`src/rtl/quad_position_ctrl_pkg.sv`:
```
// Shared definitions for the quadrature encoder path: sequencer state encoding
// and the shortest-direction helper.
package quad_pkg;

  localparam int STATE_W = 3;

  typedef enum logic [STATE_W-1:0] {
    ST_IDLE   = 3'd0,
    ST_EVAL   = 3'd1,
    ST_RUN    = 3'd2,
    ST_STEP   = 3'd3,
    ST_SETTLE = 3'd4,
    ST_DONE   = 3'd5
  } state_t;

  // A modular diff below half range means count up; exactly half range also goes up.
  function automatic logic dir_up(input logic msb, input logic low_zero);
    return !msb || low_zero;
  endfunction

endpackage

```
`src/rtl/quad_position_ctrl_if.sv`:
```
// Command, status and encoder-side signals of the position sequencer.
interface quad_position_ctrl_if #(
  parameter int CNT_W = 8,
  parameter int GAP_W = 8
);
  logic             start;
  logic [CNT_W-1:0] target;
  logic [GAP_W-1:0] gap;
  logic             abort;
  logic [CNT_W-1:0] pos;
  logic             step;
  logic             dir;
  logic             busy;
  logic             done;
  logic             err;
  logic [CNT_W-1:0] steps;

  modport master (
    output start, target, gap, abort, pos,
    input  step, dir, busy, done, err, steps
  );

  modport slave (
    input  start, target, gap, abort, pos,
    output step, dir, busy, done, err, steps
  );
endinterface

```
`src/rtl/quad_position_ctrl_step_timer.sv`:
```
// Loadable down-counter with a zero flag; holds at zero until reloaded.
module quad_step_timer #(
  parameter int W = 8
) (
  input  logic         clk,
  input  logic         reset,
  input  logic         load,
  input  logic [W-1:0] load_val,
  input  logic         en,
  output logic         zero
);
  logic [W-1:0] count;

  always_ff @(posedge clk) begin
    if (reset) begin
      count <= '0;
    end else if (load) begin
      count <= load_val;
    end else if (en && (count != '0)) begin
      count <= count - W'(1);
    end
  end

  assign zero = (count == '0);
endmodule

```
`src/rtl/quad_position_ctrl.sv`:
```
// Closed-loop position sequencer: issues single quadrature step strobes toward a
// target count, re-evaluating the shortest direction after every step.
module quad_position_ctrl
  import quad_pkg::*;
#(
  parameter int CNT_W      = 8,
  parameter int GAP_W      = 8,
  parameter int SETTLE_CYC = 2,
  parameter int MAX_STEPS  = 255
) (
  input logic                 clk,
  input logic                 reset,
  quad_position_ctrl_if.slave bus
);
  localparam int SET_W = $clog2(SETTLE_CYC + 1);
  localparam logic [CNT_W-1:0] MAX_Q     = CNT_W'(MAX_STEPS);
  localparam logic [SET_W-1:0] SETTLE_LD = SET_W'(SETTLE_CYC - 1);

  state_t           state, state_nx;
  logic [CNT_W-1:0] target_q, steps_q, diff;
  logic [GAP_W-1:0] gap_q;
  logic             dir_q, err_q;
  logic             accept, eval_go, end_err;
  logic             gap_load, gap_en, gap_zero;
  logic             set_load, set_en, set_zero;

  assign diff = target_q - bus.pos;

  quad_step_timer #(.W(GAP_W)) u_gap_timer (
    .clk      (clk),
    .reset    (reset),
    .load     (gap_load),
    .load_val (gap_q - GAP_W'(1)),
    .en       (gap_en),
    .zero     (gap_zero)
  );

  quad_step_timer #(.W(SET_W)) u_settle_timer (
    .clk      (clk),
    .reset    (reset),
    .load     (set_load),
    .load_val (SETTLE_LD),
    .en       (set_en),
    .zero     (set_zero)
  );

  always_ff @(posedge clk) begin
    if (reset) state <= ST_IDLE;
    else       state <= state_nx;
  end

  always_comb begin
    state_nx = state;
    accept   = 1'b0;
    eval_go  = 1'b0;
    end_err  = 1'b0;
    gap_load = 1'b0;
    gap_en   = 1'b0;
    set_load = 1'b0;
    set_en   = 1'b0;
    unique case (state)
      ST_IDLE: begin
        if (bus.start) begin
          accept   = 1'b1;
          state_nx = ST_EVAL;
        end
      end
      ST_EVAL: begin
        if (bus.abort) begin
          end_err  = 1'b1;
          state_nx = ST_DONE;
        end else if (diff == '0) begin
          state_nx = ST_DONE;
        end else if (steps_q == MAX_Q) begin
          end_err  = 1'b1;
          state_nx = ST_DONE;
        end else begin
          eval_go  = 1'b1;
          gap_load = 1'b1;
          state_nx = ST_RUN;
        end
      end
      ST_RUN: begin
        if (bus.abort) begin
          end_err  = 1'b1;
          state_nx = ST_DONE;
        end else if (gap_zero) begin
          state_nx = ST_STEP;
        end else begin
          gap_en = 1'b1;
        end
      end
      ST_STEP: begin
        set_load = 1'b1;
        if (bus.abort) begin
          end_err  = 1'b1;
          state_nx = ST_DONE;
        end else begin
          state_nx = ST_SETTLE;
        end
      end
      ST_SETTLE: begin
        if (bus.abort) begin
          end_err  = 1'b1;
          state_nx = ST_DONE;
        end else if (set_zero) begin
          state_nx = ST_EVAL;
        end else begin
          set_en = 1'b1;
        end
      end
      ST_DONE:  state_nx = ST_IDLE;
      default:  state_nx = ST_IDLE;
    endcase
  end

  // The strobe in STEP always counts, even when abort arrives in that same cycle.
  always_ff @(posedge clk) begin
    if (reset) begin
      target_q <= '0;
      gap_q    <= GAP_W'(1);
      steps_q  <= '0;
      dir_q    <= 1'b0;
      err_q    <= 1'b0;
    end else begin
      if (accept) begin
        target_q <= bus.target;
        gap_q    <= (bus.gap == '0) ? GAP_W'(1) : bus.gap;
        steps_q  <= '0;
        err_q    <= 1'b0;
      end
      if ((state == ST_STEP) && (steps_q != MAX_Q)) steps_q <= steps_q + CNT_W'(1);
      if (eval_go) dir_q <= dir_up(diff[CNT_W-1], diff[CNT_W-2:0] == '0);
      if (end_err) err_q <= 1'b1;
    end
  end

  assign bus.step  = (state == ST_STEP);
  assign bus.done  = (state == ST_DONE);
  assign bus.busy  = (state == ST_EVAL) || (state == ST_RUN) ||
                     (state == ST_STEP) || (state == ST_SETTLE);
  assign bus.dir   = dir_q;
  assign bus.err   = err_q;
  assign bus.steps = steps_q;
endmodule

```
`src/flat_wrapper.sv`:
```
// flat-port wrapper written by rule: the top's interface ports become plain ports
module quad_position_ctrl_flat import quad_pkg::*;
#(
  parameter int CNT_W      = 8,
  parameter int GAP_W      = 8,
  parameter int SETTLE_CYC = 2,
  parameter int MAX_STEPS  = 255
)
  (clk, reset, bus_start, bus_target, bus_gap, bus_abort, bus_pos, bus_step, bus_dir, bus_busy, bus_done, bus_err, bus_steps);
  quad_position_ctrl_if #(.CNT_W(CNT_W), .GAP_W(GAP_W)) bus_i ();
  input logic clk;
  input logic reset;
  input wire logic [$bits(bus_i.start)-1:0] bus_start;
  input wire logic [$bits(bus_i.target)-1:0] bus_target;
  input wire logic [$bits(bus_i.gap)-1:0] bus_gap;
  input wire logic [$bits(bus_i.abort)-1:0] bus_abort;
  input wire logic [$bits(bus_i.pos)-1:0] bus_pos;
  output wire logic [$bits(bus_i.step)-1:0] bus_step;
  output wire logic [$bits(bus_i.dir)-1:0] bus_dir;
  output wire logic [$bits(bus_i.busy)-1:0] bus_busy;
  output wire logic [$bits(bus_i.done)-1:0] bus_done;
  output wire logic [$bits(bus_i.err)-1:0] bus_err;
  output wire logic [$bits(bus_i.steps)-1:0] bus_steps;
  assign bus_i.start = bus_start;
  assign bus_i.target = bus_target;
  assign bus_i.gap = bus_gap;
  assign bus_i.abort = bus_abort;
  assign bus_i.pos = bus_pos;
  assign bus_step = bus_i.step;
  assign bus_dir = bus_i.dir;
  assign bus_busy = bus_i.busy;
  assign bus_done = bus_i.done;
  assign bus_err = bus_i.err;
  assign bus_steps = bus_i.steps;
  quad_position_ctrl #(.CNT_W(CNT_W), .GAP_W(GAP_W), .SETTLE_CYC(SETTLE_CYC), .MAX_STEPS(MAX_STEPS)) u_core (.clk(clk), .reset(reset), .bus(bus_i));
endmodule
```
`config.mk`:
```
export PLATFORM = sky130hd
export DESIGN_NAME = quad_position_ctrl_flat
export DESIGN_NICKNAME = d
export VERILOG_FILES = /design/src/rtl/quad_position_ctrl_pkg.sv /design/src/rtl/quad_position_ctrl_if.sv /design/src/rtl/quad_position_ctrl_step_timer.sv /design/src/rtl/quad_position_ctrl.sv /design/src/flat_wrapper.sv
export SDC_FILE = /design/constraint.sdc
export NUM_CORES = 1
export LEC_CHECK = 0
export CORE_ASPECT_RATIO = 0.8
export CORE_MARGIN = 4
export CORE_UTILIZATION = 35
export CTS_CLUSTER_SIZE = 28
export DETAILED_ROUTE_END_ITERATION = 16
export GPL_TIMING_DRIVEN = 0
export HOLD_SLACK_MARGIN = 0.12
export PLACE_DENSITY = 0.58
export SYNTH_ARGS = -nofsm -noshare
export SYNTH_HDL_FRONTEND = slang
export SYNTH_SLANG_ARGS = --single-unit
```
`constraint.sdc`:
```
create_clock -name clk -period 3.85 [get_ports clk]
set_input_delay 0.77 -clock clk [delete_from_list [all_inputs] [get_ports clk]]
set_output_delay 0.77 -clock clk [all_outputs]
set_load 0.01 [all_outputs]
```
# Yosys cells after proc, flatten, opt, wreduce, memory -nomap -nowiden
# Cells that the tools add are included.
# Widths: inputs -> output; s select.
# totals
ff_bits	39
input_bits	28
output_inout_bits	13
elab_cells	84
# op_classes
add_sub_neg	5
n_eq_ne	10
muxes	37
reduce_logical	23
# ops
cell	n
$mux 8	5
$logic_not 8->1	3
$mux 3	8
$mux 1	22
$sub 8x1->8 const B	2
$pmux 3 s5	1
$reduce_bool 2->1	5
$add 8x1->8 const B	1
$eq 8x8->1 const B	1
$ne 8x8->1 const B	1
$reduce_bool 8->1	1
$sub 8x8->8	1
$logic_not 7->1	1
$eq 3x2->1 const B	2
$eq 3x3->1 const B	2
$ne 3x2->1 const B	2
$logic_or 1x1->1	4
$eq 3x1->1 const B	1
$logic_and 1x1->1	3
$logic_not 3->1	1
$reduce_and 3->1	1
$reduce_or 3->1	1
$logic_not 2->1	1
$ne 2x2->1 const B	1
4 further kinds	4

# Logic depth before layout (Yosys ltp)
# Gate-level depths: netlist (run 1).
# depth
ltp_word	7
depth_mapped	17
ltp_nobuf	14

# Cells and area by module
# From an unflattened synthesis (run 1), not the netlist that was laid out.
# unflattened
hier_cells	303
hier_area_um2	2402.3
# modules_own_cells
module	n_inst	cells_each	area_per_inst_um2	seq_area_each_um2
quad_position_ctrl	1	230	1760.4	580.6
quad_step_timer at u_core.u_gap_timer	1	59	515.5	160.2
quad_step_timer at u_core.u_settle_timer	1	14	126.4	40.0

# Worst setup path after synthesis (run 1)
# No wires, ideal clock.
# synth_path
kind	input to register
startpoint	input bus_pos[1]
endpoint	register u_core.u_gap_timer.count[6]
setup_ps	79
arrival_ps	3684
t_required_ps	3771
slack_ps	87
cell_stages	16
n_path_buf	3
path_cell_list	inv_1 ha_1 nor2b_4 o31a_1 or3_1 o311ai_2 nor4b_4 nor2_2 buf_6 buf_6 mux2i_1 ha_1 clkbuf_1 a21oi_1 a311o_1 o221ai_2
# synth_via
elab_chain_len	6
elab_cells_between_ends	7
cone_classes	1 x add/sub; 4 x mux; 2 x reduce/logical
# synth_rtl
element	line	text
from (decl)	flat_wrapper.sv:17	input wire logic [$bits(bus_i.pos)-1:0] bus_pos;
$sub 8x8->8 (*)	quad_position_ctrl.sv:27	assign diff = target_q - bus.pos;
$logic_not 8->1 (*)	quad_position_ctrl.sv:72	end else if (diff == '0) begin
$mux 1 (*)	quad_position_ctrl.sv:72	
$mux 1 (*)	quad_position_ctrl.sv:69	if (bus.abort) begin
$mux 1 (*)	quad_position_ctrl.sv:61	unique case (state)
$mux 8 or $reduce_bool 2->1 (tied branches)	n/a	
to (signal assigned)	quad_position_ctrl_step_timer.sv:18	count <= load_val;
to (signal assigned)	quad_position_ctrl_step_timer.sv:20	count <= count - W'(1);
to (decl)	quad_position_ctrl_step_timer.sv:12	logic [W-1:0] count;
# Mark *: on every way between the ends. The rest lies on a longest branch, timed or not.
# A chain may end at the register's enable or synchronous reset.

# Worst setup path in the final report (run 1)
# layout_path
startpoint	input bus_pos[1]
endpoint	register u_core.u_gap_timer.count[4]
# Same word-level chain as after synthesis.

==> results of run 1 <==
## state kept, by name, summed over array words and instances, names as in the netlist
register / count
u_core.bus.dir: 1
u_core.bus.err: 1
u_core.u_gap_timer.count: 8
u_core.target_q: 8
u_core.u_settle_timer.count: 2
u_core.state: 3
u_core.bus.steps: 8
u_core.gap_q: 8
## critical path: stages
cell and delay [ns]:
clkdlybuf4s50_1 0.45, inv_1 0.06, ha_4 0.21, nor2b_4 0.13, o31a_1 0.29, or3_1 0.32, o311ai_2 0.09, nor4b_4 0.34
nor2_2 0.10, buf_6 0.17, mux2i_2 0.18, ha_2 0.26, nand3_2 0.10, xnor2_2 0.15, nor2_1 0.07, a311oi_2 0.22
## worst min path at each step
stage                        from                  to  slack (ns)  depth (start not counted)
6_report       u_core.target_q[0]  u_core.target_q[0]        0.46                          2
4_1_cts        u_core.target_q[0]  u_core.target_q[0]        0.46                          2
5_1_grt        u_core.target_q[0]  u_core.target_q[0]        0.48                          2
3_5_place_dp   u_core.target_q[0]  u_core.target_q[0]        0.45                          2
2_1_floorplan  u_core.target_q[0]  u_core.target_q[0]        0.44                          2
3_3_place_gp   u_core.target_q[0]  u_core.target_q[0]        0.45                          2
## report_power, final
group          internal (mW)  total [mW]  switching, mW
Sequential             0.436       0.468         0.0319
Combinational          0.164       0.340          0.176
Clock                  0.210       0.360          0.150
Total                  0.810        1.17          0.358
## routing by layer
metal  vias to the layer above  track usage [%]  routed length, um
met1                       987             20.9               3030
met2                        40             22.6               2570
met4                         0             3.82                 65
li1                       1121                -                  -
met3                         9             3.56                217
met5                         -                0                  0
## through the flow
stage / hold slack (ns) / setup WS [ns] / TNS, ns
finish: 0.457 / 0.155 / 0
global route: 0.484 / 0.00281 / 0
CTS: 0.460 / 0.00780 / 0
detailed placement: 0.448 / -0.756 / -2.36
global placement: 0.447 / -0.773 / -2.38
floorplan: 0.436 / 0.0871 / 0
## cell usage in the layout, fill, tap and decap left out, types with 3 or more instances in the layout
cell,Yosys,final
nand3_1,9,8
xnor2_1,10,9
clkbuf_8,0,6
nand3b_1,4,4
buf_4,0,5
nand2b_1,5,5
ha_1,10,4
o21a_1,4,4
dfxtp_1,39,39
inv_1,12,12
clkdlybuf4s50_1,0,40
nor2_1,34,34
clkbuf_1,11,10
a21oi_1,34,32
a211oi_2,5,5
xor2_1,5,5
nor3_1,13,13
nor4_1,3,3
nand2_1,41,41
and3_1,5,5
or3_1,4,4
ha_4,0,5
o21ai_0,9,9
## cells in the mapped netlist, types with 9 or more instances
master / n / area [um^2]
nor3_1: 13 / 65.1
ha_1: 10 / 125
nor2_1: 34 / 128
dfxtp_1: 39 / 781
o21ai_0: 9 / 45.0
a21oi_1: 34 / 170
nand2_1: 41 / 154
inv_1: 12 / 45.0
clkbuf_1: 11 / 41.3
nand3_1: 9 / 45.0
xnor2_1: 10 / 87.6
## what timing repair did
action | 4_1_cts | 5_1_grt
gates resized for setup | 3 | 13
setup buffers | 5 | 1
setup endpoints to repair | 3 | 3
pin swaps | 6 | 8
## kinds of logic after synthesis
kind of cell | count (synthesis) | share of synthesized area, %
adder cells (fa/ha/maj) | 10 | 5.47
multiplexers | 4 | 2.02
flip-flops | 39 | 34.2
AND/OR/NAND/NOR | 125 | 26.3
buffers and inverters | 25 | 4.76
XOR/XNOR | 15 | 5.75
AO/OA/AOI/OAI | 72 | 21.6
## layout make-up
class / count / share of cell area, %
Sequential cell: 39 / 25.6
Timing Repair Buffer: 46 / 14.7
Inverter: 12 / 1.48
Clock inverter: 2 / 1.15
Tap cell: 84 / 3.45
Buffer: 11 / 1.60
Clock buffer: 6 / 2.71
Multi-Input combinational cell: 226 / 49.2
==> metrics.txt, run 1 <==
CP Data Required Time ~4 ns; fraction of layout cells with a size suffix above 1 between 10% and 20%; outcome complete, no violations; Yosys reg bits 39; final WL 5880 um; TritonCTS Buffers 5; GP Congestion 0.833; Post-DP Area 2790 um^2; Post-synth top flop dfxtp_1; clock buffer depth 2; asr flop ratio synth 0%; crit path to u_core.u_gap_timer.count[4]; FF-to-FF path depth 13; Vias 2157; Pleak 1.14 nW; drt wl/cell 13.8 um; Setup CP Type input port to flop; area taken by multi-input logic gates 1500 um^2; Non-Filler Instances about 430; CTS tree built; io pins 41; placed cells roughly 410; Clock Latency Late Sink 0.29 ns; Die X a little under 100 um; mapped cell area approximately 2300 um^2; row count 26; Starting DRT DRC Count 67; fin area about 3000 um^2; Synth Instances 290; count of different cell masters after synthesis 47; Power, Total ~1.2 mW; Slew @ Worst Pin 0.661 ns; Final Cycle Share 96.0%; EDFF count, synth 0; HP Class flop to flop; CTS clk-pin slew, worst paths 0.08 ns; Rel. slew slack 55.9%; origin of the worst setup path bus_pos[1]; Root Driver clkbuf_8; # diodes 0; Setup-failing EPs final 0; Area Growth Syn to Fin 33.2%; Total Nets Final around 380; Setup Skew 0.00731 ns; first-pass GRT wire length 9520 um; Core Region 6380 um^2; max-slew violation count 0; All-Layer GR Usage 14.8%; Pre-Repair DR Iteration Count 4; Max Fclk around 270 MHz; grt total ovfl 0; Util after Layout 47.8%; vias in the first global route 2005; # clock sinks 39; total die area 7900 um^2; synth warn 0; Initial Util a little over a third; Hold Buf Count CTS 0; largest net degree at the start of global routing 13; Crit. End Element flop; Final HPWL DP 4240 um; DR DRC count 0; WP data arrival 3.90 ns; worst vdd ir about 0.00017 V; Reg area 781 um^2; R2R setup slack 0.72 ns; Vias/cell 5.06; crit path launch type input port; final hold violation count 0; H-tree depth 2; reg2reg start u_core.bus.steps[0]; initial antenna violation count 0; Synth Net Count 328; CP max FO 11; I/O Buffers 40; PwrDens 383 nW/um^2; Tmin final 3.70 ns; Syn Area/Cell 7.88 um^2; DRT antenna net count 0; post-synthesis sequential area ratio 34.2%; Max-Cap Viols 0; Die H 80.3 um; R2R Path End u_core.u_gap_timer.count[4]; fill count 652; RSZ-0062 raised after global routing false
No activity file was read; power rests on OpenSTA's default activity.
==> run 2: changes to the inputs <==
--- a/config.mk
+++ b/config.mk
@@ -5,6 +5,8 @@
 export SDC_FILE = /design/constraint.sdc
 export NUM_CORES = 1
 export LEC_CHECK = 0
+export CELL_PAD_IN_SITES_DETAIL_PLACEMENT = 0
+export CELL_PAD_IN_SITES_GLOBAL_PLACEMENT = 1
 export CORE_ASPECT_RATIO = 0.8
 export CORE_MARGIN = 4
 export CORE_UTILIZATION = 35
@@ -12,7 +14,8 @@
 export DETAILED_ROUTE_END_ITERATION = 16
 export GPL_TIMING_DRIVEN = 0
 export HOLD_SLACK_MARGIN = 0.12
-export PLACE_DENSITY = 0.58
+export PLACE_DENSITY = 0.75
+export RECOVER_POWER = 50
 export SYNTH_ARGS = -nofsm -noshare
 export SYNTH_HDL_FRONTEND = slang
 export SYNTH_SLANG_ARGS = --single-unit
==> run 2 against run 1 <==
  * Combinational power shrank 2%
  * Hold slack gained 0.0074 ns
  * Via count grew 1.3%
  * Cell count grew 0.70%
  * Final area shrank 1.8%
  * Sequential power is essentially flat
  * Largest cell class unchanged
  * First-iteration DRC count grew 55%
  * Critical endpoint unchanged
  * Flip-flop and latch count is the same
==> metrics.txt, run 2 (same netlist as run 1, synthesis figures left out) <==
Setup Skew 0.00886 ns (+0.00155 ns); DR DRC count 0 (unchanged); WP data arrival 3.94 ns (+0.04 ns); FF-to-FF path depth 12 (-1); Comb pwr share 28.8% (-0.3 points); row count 26 (unchanged); Die X 98.4 um (unchanged); Starting DRT DRC Count 104 (+55%); All-Layer GR Usage 15.3% (+0.46 points); Non-Filler Instances 429 (+0.70%); TritonCTS Buffers 5 (unchanged); Power, Total 1.15 mW (-1.4%); PwrDens 385 nW/um^2 (+0.42%); crit path launch type input port; Vias/cell 5.09 (+0.59%); Slew @ Worst Pin 0.634 ns (-0.0268 ns); Pre-Repair DR Iteration Count 4 (unchanged); # clock sinks 39 (unchanged); Max-Cap Viols 0 (unchanged); fill count 668 (+2.5%); Switch Pwr 0.368 mW (+2.7%); most frequent cells in the layout nand2_1, dfxtp_1, a21oi_1; Area Growth Syn to Fin 30.8%; hold worst-path end u_core.target_q[2]; HP Class flop to flop; GP Congestion 0.766 (-8.1%); I/O Buffers 40 (unchanged); Post-DP Area 2790 um^2 (unchanged); clock share of power 30.8% (about the same); CTS clk-pin slew, worst paths 0.08 ns (about the same); Final Cycle Share 96.6% (+0.62 points); R2R setup slack 0.74 ns (+0.02 ns); io pins 41 (unchanged); Hold Startpoint u_core.target_q[2]; Setup-failing EPs final 0 (unchanged); Internal 0.784 mW (-3.2%); fin worst setup slack 0.131 ns (-0.0239 ns); grt total ovfl 0 (unchanged); Root Driver clkbuf_8; H-tree depth 2 (unchanged); total die area 7900 um^2 (unchanged); drt wl/cell 13.8 um (about the same); Rel. slew slack 57.7% (+1.8 points); reg2reg start u_core.bus.steps[0]; initial antenna violation count 0 (unchanged); fin area 2990 um^2 (-1.8%); placed cells 414 (unchanged); largest net degree at the start of global routing 14 (+1); commonest non-fill, non-tap cell in the layout nand2_1; Pleak 1.20 nW (+4.8%); Max Fclk 269 MHz (-0.64%); vias in the first global route 1940 (-3.2%); CP max FO 8 (-3); Util after Layout 46.9% (-0.86 points); R2R Path End u_core.u_gap_timer.count[4]; Clock Latency Late Sink 0.30 ns (about the same); final WL 5920 um (+0.66%); Core Region 6380 um^2 (unchanged); Final HPWL DP 4310 um (+1.6%); Hold Buf Count CTS 0 (unchanged); Tmin final 3.72 ns (+0.0239 ns); DRT antenna net count 0 (unchanged); Crit. End Element flop; max-slew violation count 0 (unchanged); CTS tree built; pre-CTS setup slack -0.740 ns (+0.0161 ns); final hold violation count 0 (unchanged); fraction of layout cells with a size suffix above 1 10.7% (-1.3 points); Total Nets Final 382 (+0.79%); Initial Util 35.9% (unchanged); share of power burned in registers 40.4% (+0.3 points); first-pass GRT wire length 9680 um (+1.7%); hold path cells 2 (unchanged); clock buffer depth 2 (unchanged); Setup CP Type input port to flop; # diodes 0 (unchanged); worst vdd ir 0.000148 V (-11%); CP Data Required Time 4.07 ns (about the same); outcome complete, no violations; Vias 2185 (+1.3%); sw frac 31.9% (+1.3 points); Die H 80.3 um (unchanged)
[run 2: per-stage QoR]
stage,hold WS [ns],setup TNS (ns)
after global routing,0.480,-0.00346
after global placement,0.447,-2.20
after CTS,0.470,0
after floorplan,0.436,0
final,0.465,0
after detailed placement,0.457,-2.32
[run 2: critical path, cell delays in order]
cell	delay, ns
clkdlybuf4s50_1	0.45
inv_1	0.04
ha_1	0.29
nor2b_4	0.14
o31a_1	0.27
or3_4	0.40
o311ai_4	0.08
nor4b_4	0.36
nor2_4	0.13
mux2i_1	0.20
ha_2	0.26
nand3_2	0.10
xnor2_2	0.15
nor2_1	0.07
a311oi_2	0.22
[run 2: repair_timing]
item                       in CTS  in global routing
buffers inserted                3                  7
setup endpoints to repair       3                  2
resized for setup               6                  2
pin swaps                       5                  5
[run 2: how the worst max path moves through the flow]
stage / start / end / slack (ns) / depth (start not counted)
after CTS: bus_pos[1] / u_core.u_gap_timer.count[4] / 0.02 / 16
after detailed placement: bus_pos[1] / u_core.u_gap_timer.count[6] / -0.74 / 17
after global routing: bus_pos[1] / u_core.u_gap_timer.count[4] / -0.003 / 15
after global placement: bus_pos[1] / u_core.u_gap_timer.count[4] / -0.72 / 18
final: bus_pos[1] / u_core.u_gap_timer.count[4] / 0.13 / 15
after floorplan: bus_pos[1] / u_core.u_gap_timer.count[6] / 0.09 / 16
[run 2: cell type report]
class | instances | area [um^2] | share of cell area, %
timing repair buffer | 50 | 475 | 15.9
clock buffer | 5 | 68.8 | 2.30
buffer | 10 | 37.5 | 1.26
inverter | 12 | 45.0 | 1.51
clock inverter | 3 | 43.8 | 1.46
tap | 84 | 105 | 3.51
multi-input combinational | 226 | 1430 | 47.9
sequential | 39 | 781 | 26.1
[run 2: layer usage]
| metal | vias up | track usage, % | wire length (um) |
|---|---|---|---|
| met2 | 55 | 22.7 | 2520 |
| met5 | - | 0 | 0 |
| li1 | 1129 | - | - |
| met4 | 0 | 4.50 | 43 |
| met3 | 5 | 3.04 | 283 |
| met1 | 996 | 22.2 | 3070 |
[run 2: power groups by stage]
stage,registers [mW],clock network (mW),logic [mW]
after global placement,0.472,0,0.310
after detailed placement,0.473,0,0.310
after CTS,0.464,0.362,0.326
after floorplan,0.467,0,0.220
final,0.465,0.355,0.332
after global routing,0.469,0.379,0.368
